### config.mk
export PLATFORM = sky130hd
export DESIGN_NAME = generador_tonos
export DESIGN_NICKNAME = d
export VERILOG_FILES = /design/src/rtl/tonos_pkg.sv /design/src/rtl/antirrebote.sv /design/src/rtl/generador_tonos.sv
export SDC_FILE = /design/constraint.sdc
export NUM_CORES = 1
export LEC_CHECK = 0
export ABC_AREA = 1
export ABC_CLOCK_PERIOD_IN_PS = 2770
export CAP_MARGIN = 20
export CORE_UTILIZATION = 45
export CTS_BUF_LIST = sky130_fd_sc_hd__clkbuf_4 sky130_fd_sc_hd__clkbuf_8 sky130_fd_sc_hd__clkbuf_16
export CTS_CLUSTER_SIZE = 30
export DETAILED_ROUTE_END_ITERATION = 8
export PLACE_DENSITY = 0.69
export SYNTH_ARGS = -nofsm -noshare
export SYNTH_HDL_FRONTEND = slang
export SYNTH_SLANG_ARGS = --single-unit
### constraint.sdc
create_clock -name clk -period 2.77 [get_ports clk]
set_input_delay 0.831 -clock clk [delete_from_list [all_inputs] [get_ports clk]]
set_output_delay 0.831 -clock clk [all_outputs]
set_load 0.01 [all_outputs]
### src/rtl/tonos_pkg.sv
`default_nettype none
// ============================================================================
//  Module      : tonos_pkg
//  Description : Shared definitions for the music-box tone generator: the
//                chromatic note table C6..B6, the half-period helper and the
//                FSM state encoding.
//  Revision    : 1.0 - initial release
// ============================================================================
package tonos_pkg;

  // Largest keyboard the note table can serve.
  localparam int unsigned MAX_KEYS = 12;

  // Chromatic note frequencies in Hz, C6 up to B6.
  localparam int unsigned NOTE_HZ [0:11] = '{
    1046, 1108, 1174, 1244, 1318, 1396,
    1479, 1567, 1661, 1760, 1864, 1975
  };

  // Player states.
  typedef enum logic [1:0] {
    ST_IDLE    = 2'd0,
    ST_PLAY    = 2'd1,
    ST_RELEASE = 2'd2
  } estado_t;

  // Clock cycles per half period of a tone, truncated.
  function automatic int unsigned half_period(input int unsigned clk_hz,
                                              input int unsigned hz);
    return clk_hz / (2 * hz);
  endfunction

endpackage
`default_nettype wire

### src/rtl/antirrebote.sv
`default_nettype none
// ============================================================================
//  Module      : antirrebote
//  Description : Two-flop synchroniser followed by a shared debounce counter.
//                The debounced vector takes the synchronised pattern once that
//                pattern has stayed unchanged for DEBOUNCE_CYC cycles; any
//                change in the pattern restarts the count.
//  Revision    : 1.0 - initial release
// ============================================================================
module antirrebote #(
  parameter int unsigned WIDTH        = 12,
  parameter int unsigned DEBOUNCE_CYC = 50_000
) (
  input  logic             clk,
  input  logic             reset,
  input  logic [WIDTH-1:0] din,
  output logic [WIDTH-1:0] dout
);

  localparam int unsigned   DW      = (DEBOUNCE_CYC > 1) ? $clog2(DEBOUNCE_CYC) : 1;
  localparam logic [DW-1:0] CNT_MAX = DW'(DEBOUNCE_CYC - 1);

  logic [WIDTH-1:0] meta_q, meta_d;
  logic [WIDTH-1:0] sync_q, sync_d;
  logic [WIDTH-1:0] deb_q,  deb_d;
  logic [DW-1:0]    cnt_q,  cnt_d;

  // Synchroniser shift and stability counting; a difference between the two
  // synchroniser stages means a new pattern is arriving, so the count restarts.
  always_comb begin
    meta_d = din;
    sync_d = meta_q;
    cnt_d  = cnt_q;
    deb_d  = deb_q;
    if (meta_q != sync_q) begin
      cnt_d = '0;
    end else if (cnt_q == CNT_MAX) begin
      deb_d = sync_q;
    end else begin
      cnt_d = cnt_q + 1'b1;
    end
  end

  // State registers, all cleared by the synchronous reset.
  always_ff @(posedge clk) begin
    if (reset) begin
      meta_q <= '0;
      sync_q <= '0;
      deb_q  <= '0;
      cnt_q  <= '0;
    end else begin
      meta_q <= meta_d;
      sync_q <= sync_d;
      deb_q  <= deb_d;
      cnt_q  <= cnt_d;
    end
  end

  assign dout = deb_q;

endmodule
`default_nettype wire

### src/rtl/generador_tonos.sv
`default_nettype none
// ============================================================================
//  Module      : generador_tonos
//  Description : Multi-key square-wave tone generator. Debounced keys are
//                priority encoded (lowest index wins) and a single shared
//                half-period counter produces the tone. Note changes and
//                release only happen at a falling edge of clk_out, so no runt
//                pulses are produced.
//  Options     : TONE_OCTAVE_EN - adds the octava port; the half period is
//                shifted right by octava (floor of 1 cycle), sampled at the
//                same boundaries as note changes.
//  Revision    : 1.0 - initial release
// ============================================================================
module generador_tonos
  import tonos_pkg::*;
#(
  parameter int unsigned CLK_HZ       = 50_000_000,
  parameter int unsigned N_KEYS       = 12,
  parameter int unsigned CNT_W        = 16,
  parameter int unsigned DEBOUNCE_CYC = 50_000
) (
  input  logic              clk,
  input  logic              reset,
  input  logic [N_KEYS-1:0] teclas,
`ifdef TONE_OCTAVE_EN
  input  logic [1:0]        octava,
`endif
  output logic              clk_out,
  output logic [3:0]        nota_activa,
  output logic              sonando
);

  // --------------------------------------------------------------------------
  // Elaboration-time sanity checks
  // --------------------------------------------------------------------------
  if ((N_KEYS < 1) || (N_KEYS > MAX_KEYS)) begin : g_chk_keys
    $error("generador_tonos: N_KEYS must be in 1..12");
  end

  if (64'(half_period(CLK_HZ, NOTE_HZ[0])) > ((64'd1 << CNT_W) - 64'd1)) begin : g_chk_cnt
    $error("generador_tonos: CNT_W too narrow for the lowest note half period");
  end

  // --------------------------------------------------------------------------
  // Half-period table, constant after elaboration. Padded to 16 entries so a
  // 4-bit note index can address it directly.
  // --------------------------------------------------------------------------
  logic [CNT_W-1:0] half_tab [16];

  for (genvar k = 0; k < 16; k++) begin : g_half
    if (k < N_KEYS) begin : g_used
      assign half_tab[k] = CNT_W'(half_period(CLK_HZ, NOTE_HZ[k]));
    end else begin : g_unused
      assign half_tab[k] = CNT_W'(1);
    end
  end

  // Counter reload value: shifted half period, never below one cycle, minus one
  // because the phase ends on the cycle the counter is seen at zero.
  function automatic logic [CNT_W-1:0] reload_val(input logic [CNT_W-1:0] half,
                                                  input logic [1:0]       oct);
    logic [CNT_W-1:0] eff;
    eff = half >> oct;
    if (eff == '0) begin
      eff = CNT_W'(1);
    end
    return eff - 1'b1;
  endfunction

  // --------------------------------------------------------------------------
  // Key conditioning
  // --------------------------------------------------------------------------
  logic [N_KEYS-1:0] deb;

  antirrebote #(
    .WIDTH        (N_KEYS),
    .DEBOUNCE_CYC (DEBOUNCE_CYC)
  ) u_antirrebote (
    .clk   (clk),
    .reset (reset),
    .din   (teclas),
    .dout  (deb)
  );

  logic [1:0] oct_in;
`ifdef TONE_OCTAVE_EN
  assign oct_in = octava;
`else
  assign oct_in = 2'd0;
`endif

  // Priority encoder: scanning downwards lets the lowest pressed key win.
  logic [3:0] sel;
  logic       req;

  always_comb begin
    sel = 4'd0;
    for (int i = int'(N_KEYS) - 1; i >= 0; i--) begin
      if (deb[i]) begin
        sel = 4'(i);
      end
    end
  end

  assign req = |deb;

  // --------------------------------------------------------------------------
  // Player FSM with the shared half-period counter
  // --------------------------------------------------------------------------
  estado_t          state_q, state_d;
  logic [CNT_W-1:0] cnt_q,   cnt_d;
  logic             clk_q,   clk_d;
  logic [3:0]       nota_q,  nota_d;
  logic [1:0]       oct_q,   oct_d;

  // Next-state logic: the key request is only re-evaluated at phase
  // boundaries, so a running phase always completes at its loaded length.
  always_comb begin
    state_d = state_q;
    cnt_d   = cnt_q;
    clk_d   = clk_q;
    nota_d  = nota_q;
    oct_d   = oct_q;
    case (state_q)
      ST_IDLE: begin
        clk_d = 1'b0;
        if (req) begin
          state_d = ST_PLAY;
          nota_d  = sel;
          oct_d   = oct_in;
          cnt_d   = reload_val(half_tab[sel], oct_in);
          clk_d   = 1'b1;
        end
      end

      ST_PLAY: begin
        if (cnt_q != '0) begin
          cnt_d = cnt_q - 1'b1;
        end else if (!clk_q) begin
          // Rising toggle: same note, same octave.
          clk_d = 1'b1;
          cnt_d = reload_val(half_tab[nota_q], oct_q);
        end else begin
          // Falling toggle: the only place a note may change or stop.
          clk_d = 1'b0;
          if (!req) begin
            state_d = ST_RELEASE;
            cnt_d   = reload_val(half_tab[nota_q], oct_q);
          end else begin
            nota_d = sel;
            oct_d  = oct_in;
            cnt_d  = reload_val(half_tab[sel], oct_in);
          end
        end
      end

      ST_RELEASE: begin
        clk_d = 1'b0;
        if (cnt_q != '0) begin
          cnt_d = cnt_q - 1'b1;
        end else if (req) begin
          // Key came back during the final low phase: resume on the rise.
          state_d = ST_PLAY;
          nota_d  = sel;
          oct_d   = oct_in;
          cnt_d   = reload_val(half_tab[sel], oct_in);
          clk_d   = 1'b1;
        end else begin
          state_d = ST_IDLE;
          nota_d  = 4'd0;
          oct_d   = 2'd0;
        end
      end

      default: begin
        state_d = ST_IDLE;
        cnt_d   = '0;
        clk_d   = 1'b0;
        nota_d  = 4'd0;
        oct_d   = 2'd0;
      end
    endcase
  end

  // Player state register with synchronous reset.
  always_ff @(posedge clk) begin
    if (reset) begin
      state_q <= ST_IDLE;
      cnt_q   <= '0;
      clk_q   <= 1'b0;
      nota_q  <= 4'd0;
      oct_q   <= 2'd0;
    end else begin
      state_q <= state_d;
      cnt_q   <= cnt_d;
      clk_q   <= clk_d;
      nota_q  <= nota_d;
      oct_q   <= oct_d;
    end
  end

  assign clk_out     = clk_q;
  assign nota_activa = nota_q;
  assign sonando     = (state_q == ST_PLAY) || (state_q == ST_RELEASE);

endmodule
`default_nettype wire

==> out/summary.txt <==
CTS
--------------------------------------------------------------------------------------------------
Clock tree from TritonCTS ...........................................................        built
Clock transition time at the flip-flop clock pins of the worst setup and hold paths .        90 ps
Clock H-tree levels .................................................................            3
Total of hold buffers inserted after clock tree synthesis ...........................            0
Maximum buffer depth of the clock tree ..............................................            2
Later-pin clock latency in the skew report ..........................................       370 ps
CTS buffer count ....................................................................            9
CTS root buf ........................................................................ sky130_fd_sc_hd__clkbuf_8
Clock net sink count ................................................................           75

ROUTING
--------------------------------------------------------------------------------------------------
First-pass detailed-route iteration total ...........................................            5
Routed vias .........................................................................         4900
Iteration-0 DRC Markers .............................................................          324
Detailed Route WL ...................................................................     12600 um
Post-DR vias/cell ...................................................................         5.16
Number of remaining DRC errors ......................................................            0
Average detailed-routed wire length per instance ....................................      13.3 um
DRT antenna net count ...............................................................            0

GLOBAL ROUTING
--------------------------------------------------------------------------------------------------
Vias in the first global route ......................................................         4667
Wire length of the first global-routing pass ........................................     20900 um
Total congestion overflow after global routing ......................................            0
Largest net degree at the start of global routing ...................................           25
All-layer global routing usage ......................................................        0.230
Initial antenna violation count .....................................................            0

PLACE
--------------------------------------------------------------------------------------------------
Post-Place Setup Slack ..............................................................      47.0 ps
Post-place instance area ............................................................   5400 sq um
Global placement routability congestion .............................................         1.01
Input/output buffers ................................................................           19
Placed wire-length estimate after detailed placement ................................      9580 um
Placed cell count ...................................................................          931

SYNTHESIS
--------------------------------------------------------------------------------------------------
Number of storage elements in the synthesis netlist .................................           75
Instance count of the mapped netlist ................................................          770
Area leader, netlist ................................................................ sky130_fd_sc_hd__dfxtp_1
Netlist area before placement .......................................................   4940 sq um
Leading cell types by total area after synthesis .................................... sky130_fd_sc_hd__dfxtp_1, sky130_fd_sc_hd__nand2_1, sky130_fd_sc_hd__inv_1, sky130_fd_sc_hd__nor2_1, sky130_fd_sc_hd__a21oi_1
Sequential-to-total area share from yosys stat ......................................        0.304
Area share of the largest cell type after synthesis .................................        0.304
Synth cell types ....................................................................           45
Most frequently used flop master after synthesis .................................... sky130_fd_sc_hd__dfxtp_1
Number of warning messages in the yosys log .........................................            0
Average footprint of a synthesized cell .............................................   6.42 sq um
Post-Synthesis Net Count ............................................................          806
Count of flip-flops with a built-in enable after synthesis ..........................            0
Proportion of synthesized flip-flops having asynchronous set or reset ...............            0

DIE
--------------------------------------------------------------------------------------------------
Die extent in x .....................................................................       107 um
Placeable core region ...............................................................  10500 sq um
Die area ............................................................................  11400 sq um
Rows ................................................................................           37
Count of boundary I/O pins ..........................................................           20
Die H ...............................................................................       107 um
Initial core utilization ............................................................        0.470

POWER
--------------------------------------------------------------------------------------------------
Pwr/cell area .......................................................................  361 nW/um^2
Static Leak .........................................................................      2.52 nW
Peak VDD IR .........................................................................   0.000431 V

CRITICAL PATH
--------------------------------------------------------------------------------------------------
Setup crit start kind ...............................................................     register
Signal arrival time at the worst endpoint ...........................................      2880 ps
Worst-case register-to-register setup slack .........................................       140 ps
Cell at the slowest stage of the critical path ...................................... sky130_fd_sc_hd__dfxtp_2
Cell repeated most along the worst path ............................................. sky130_fd_sc_hd__nand2_1
Startpoint of the lowest-slack register-to-register path ............................ u_antirrebote.dout[9]$_SDFFE_PP0P_
Number of cells on the worst reg-to-reg path ........................................           26
Critical path type ..................................................................   reg -> reg
Capturing point of the worst reg2reg path ........................................... cnt_q[7]$_SDFFE_PP0P_
Required arrival time at the worst endpoint .........................................      3020 ps
Delay of the slowest cell on the worst path .........................................       340 ps
Capturing element type of the critical path .........................................     register
CP max FO ...........................................................................            3

HOLD PATH
--------------------------------------------------------------------------------------------------
Tightest Hold Check Type ............................................................   reg -> reg
Critical hold path startpoint ....................................................... u_antirrebote.meta_q[10]$_SDFF_PP0_
Endpoint of the worst hold path ..................................................... u_antirrebote.sync_q[10]$_SDFF_PP0_
Hold path cells .....................................................................            2

LAYOUT
--------------------------------------------------------------------------------------------------
Area taken by flip-flops and latches ................................................   1510 sq um
Non-Filler Cell Area, Final .........................................................   5800 sq um
Area growth, synth to finish ........................................................        17.4%
N_diodes ............................................................................            0
Multi-input combinational cell area .................................................   3030 sq um
# fillers ...........................................................................          994
Utilization after layout ............................................................        0.552
Final cell count without fillers ....................................................          950
Net count reported at finish ........................................................          845
Proportion of layout cells with a drive suffix above 1 ..............................        0.154

TIMING
--------------------------------------------------------------------------------------------------
Relative slew slack .................................................................        0.609
Final critical-path share of the clock period .......................................        0.948
Final critical-path required period .................................................      2630 ps
Worst setup skew after layout .......................................................      14.8 ps
Unrepaired setup endpoints after global routing .....................................         true
Slew of the pin with the lowest slew margin .........................................       586 ps
Final-report hold violation count ...................................................            0
Final Max Tran Viols ................................................................            0
Final setup violating endpoints .....................................................            0
Maximum clock rate ..................................................................      381 MHz
Setup Total Neg Slack ...............................................................         0 ps
Worst-case setup margin in the final layout .........................................       143 ps

STATUS
--------------------------------------------------------------------------------------------------
Status .............................................................................. complete, no violations

RUN
--------------------------------------------------------------------------------------------------
Max-capacitance violation count .....................................................            0

## final cells by class
class	count	area share
inverter	123	0.0800
clock buffer	10	0.0237
multi-input combinational	551	0.522
sequential	75	0.260
tap	136	0.0293
clock inverter	6	0.0134
timing repair buffer	49	0.0716
## synth_stat cells (8+ instances only)
library cell                 n
sky130_fd_sc_hd__a21oi_1    66
sky130_fd_sc_hd__clkbuf_1   12
sky130_fd_sc_hd__xnor2_1    17
sky130_fd_sc_hd__nand2_1   164
sky130_fd_sc_hd__nor3_1      8
sky130_fd_sc_hd__dfxtp_1    75
sky130_fd_sc_hd__nand4_1    13
sky130_fd_sc_hd__inv_2       8
sky130_fd_sc_hd__nor2_1     90
sky130_fd_sc_hd__inv_1     114
sky130_fd_sc_hd__ha_1       22
sky130_fd_sc_hd__xor2_1     14
sky130_fd_sc_hd__o21ai_0    66
sky130_fd_sc_hd__nand3_1    35
## through the flow
step / power (mW) / hold slack, ps
4_1_cts: 2.12 / 432
6_report: 2.10 / 431
3_3_place_gp: 1.20 / 420
2_1_floorplan: 1.17 / 415
3_5_place_dp: 1.20 / 423
5_1_grt: 2.18 / 445
## how the worst max path moves through the flow
| stage | cells after the start | startpoint | end |
|---|---|---|---|
| floorplan | 30 | u_antirrebote.dout[10]$_SDFFE_PP0P_ | cnt_q[10]$_SDFFE_PP0P_ |
| global placement | 28 | u_antirrebote.dout[10]$_SDFFE_PP0P_ | cnt_q[7]$_SDFFE_PP0P_ |
| detailed placement | 29 | u_antirrebote.dout[10]$_SDFFE_PP0P_ | cnt_q[10]$_SDFFE_PP0P_ |
| CTS | 29 | u_antirrebote.dout[10]$_SDFFE_PP0P_ | cnt_q[10]$_SDFFE_PP0P_ |
| global route | 21 | nota_activa[1]$_SDFFE_PP0P_ | cnt_q[10]$_SDFFE_PP0P_ |
| finish | 26 | u_antirrebote.dout[9]$_SDFFE_PP0P_ | cnt_q[7]$_SDFFE_PP0P_ |
## per-layer routing
metal  up-vias  track usage  part of all wire
met5         -            0                 0
met4         0        0.112             0.027
met3        28       0.0407             0.045
met2       112        0.400              0.49
met1      2216        0.273              0.43
li1       2544            -                 -
## report_power, final
part | internal [mW] | switching, mW
clock network | 0.459 | 0.460
logic | 0.0368 | 0.0348
registers | 1.09 | 0.0107
total | 1.59 | 0.505
## kinds of logic after synthesis
group	share of synthesized area
flip-flops	0.304
XOR/XNOR	0.0549
buffers and inverters	0.115
adder cells (fa/ha/maj)	0.0557
multiplexers	0.00203
AO/OA/AOI/OAI	0.177
AND/OR/NAND/NOR	0.291
## cell usage in the layout (no fill, tap or decap), types with 11 or more instances in the layout
cell type and instances:
sky130_fd_sc_hd__nor2_2 11, sky130_fd_sc_hd__inv_1 105, sky130_fd_sc_hd__o21ai_1 12, sky130_fd_sc_hd__dfxtp_1 71, sky130_fd_sc_hd__nand2_1 150, sky130_fd_sc_hd__nand3_1 28
sky130_fd_sc_hd__nand4_1 13, sky130_fd_sc_hd__xor2_1 14, sky130_fd_sc_hd__inv_2 16, sky130_fd_sc_hd__a21oi_1 64, sky130_fd_sc_hd__o21ai_0 57, sky130_fd_sc_hd__clkdlybuf4s50_1 19
sky130_fd_sc_hd__nand2_2 14, sky130_fd_sc_hd__nor2_1 83, sky130_fd_sc_hd__buf_4 30, sky130_fd_sc_hd__xnor2_1 17, sky130_fd_sc_hd__ha_1 19
## timing repair
| action | CTS | global route |
|---|---|---|
| setup buffers | 0 | 3 |
| gates resized for setup | 0 | 65 |
| setup endpoints to repair | 0 | 10 |
## worst max-delay path, delay by kind of cell, from the launching register on
kind | cells | cell delay (ps)
flops | 1 | 340
fa+ha+maj | 1 | 290
simple gates | 19 | 1460
compound gates | 2 | 180
buf+inv | 4 | 250
## registers in the layout, indices dropped and copies added (netlist names)
name and flops:
nota_activa 4, u_antirrebote.meta_q 12, u_antirrebote.dout 12, u_antirrebote.sync_q 12, cnt_q 16, u_antirrebote.cnt_q 16, state_q 2, clk_out 1
Note: power is estimated with default switching activity, not from simulation.
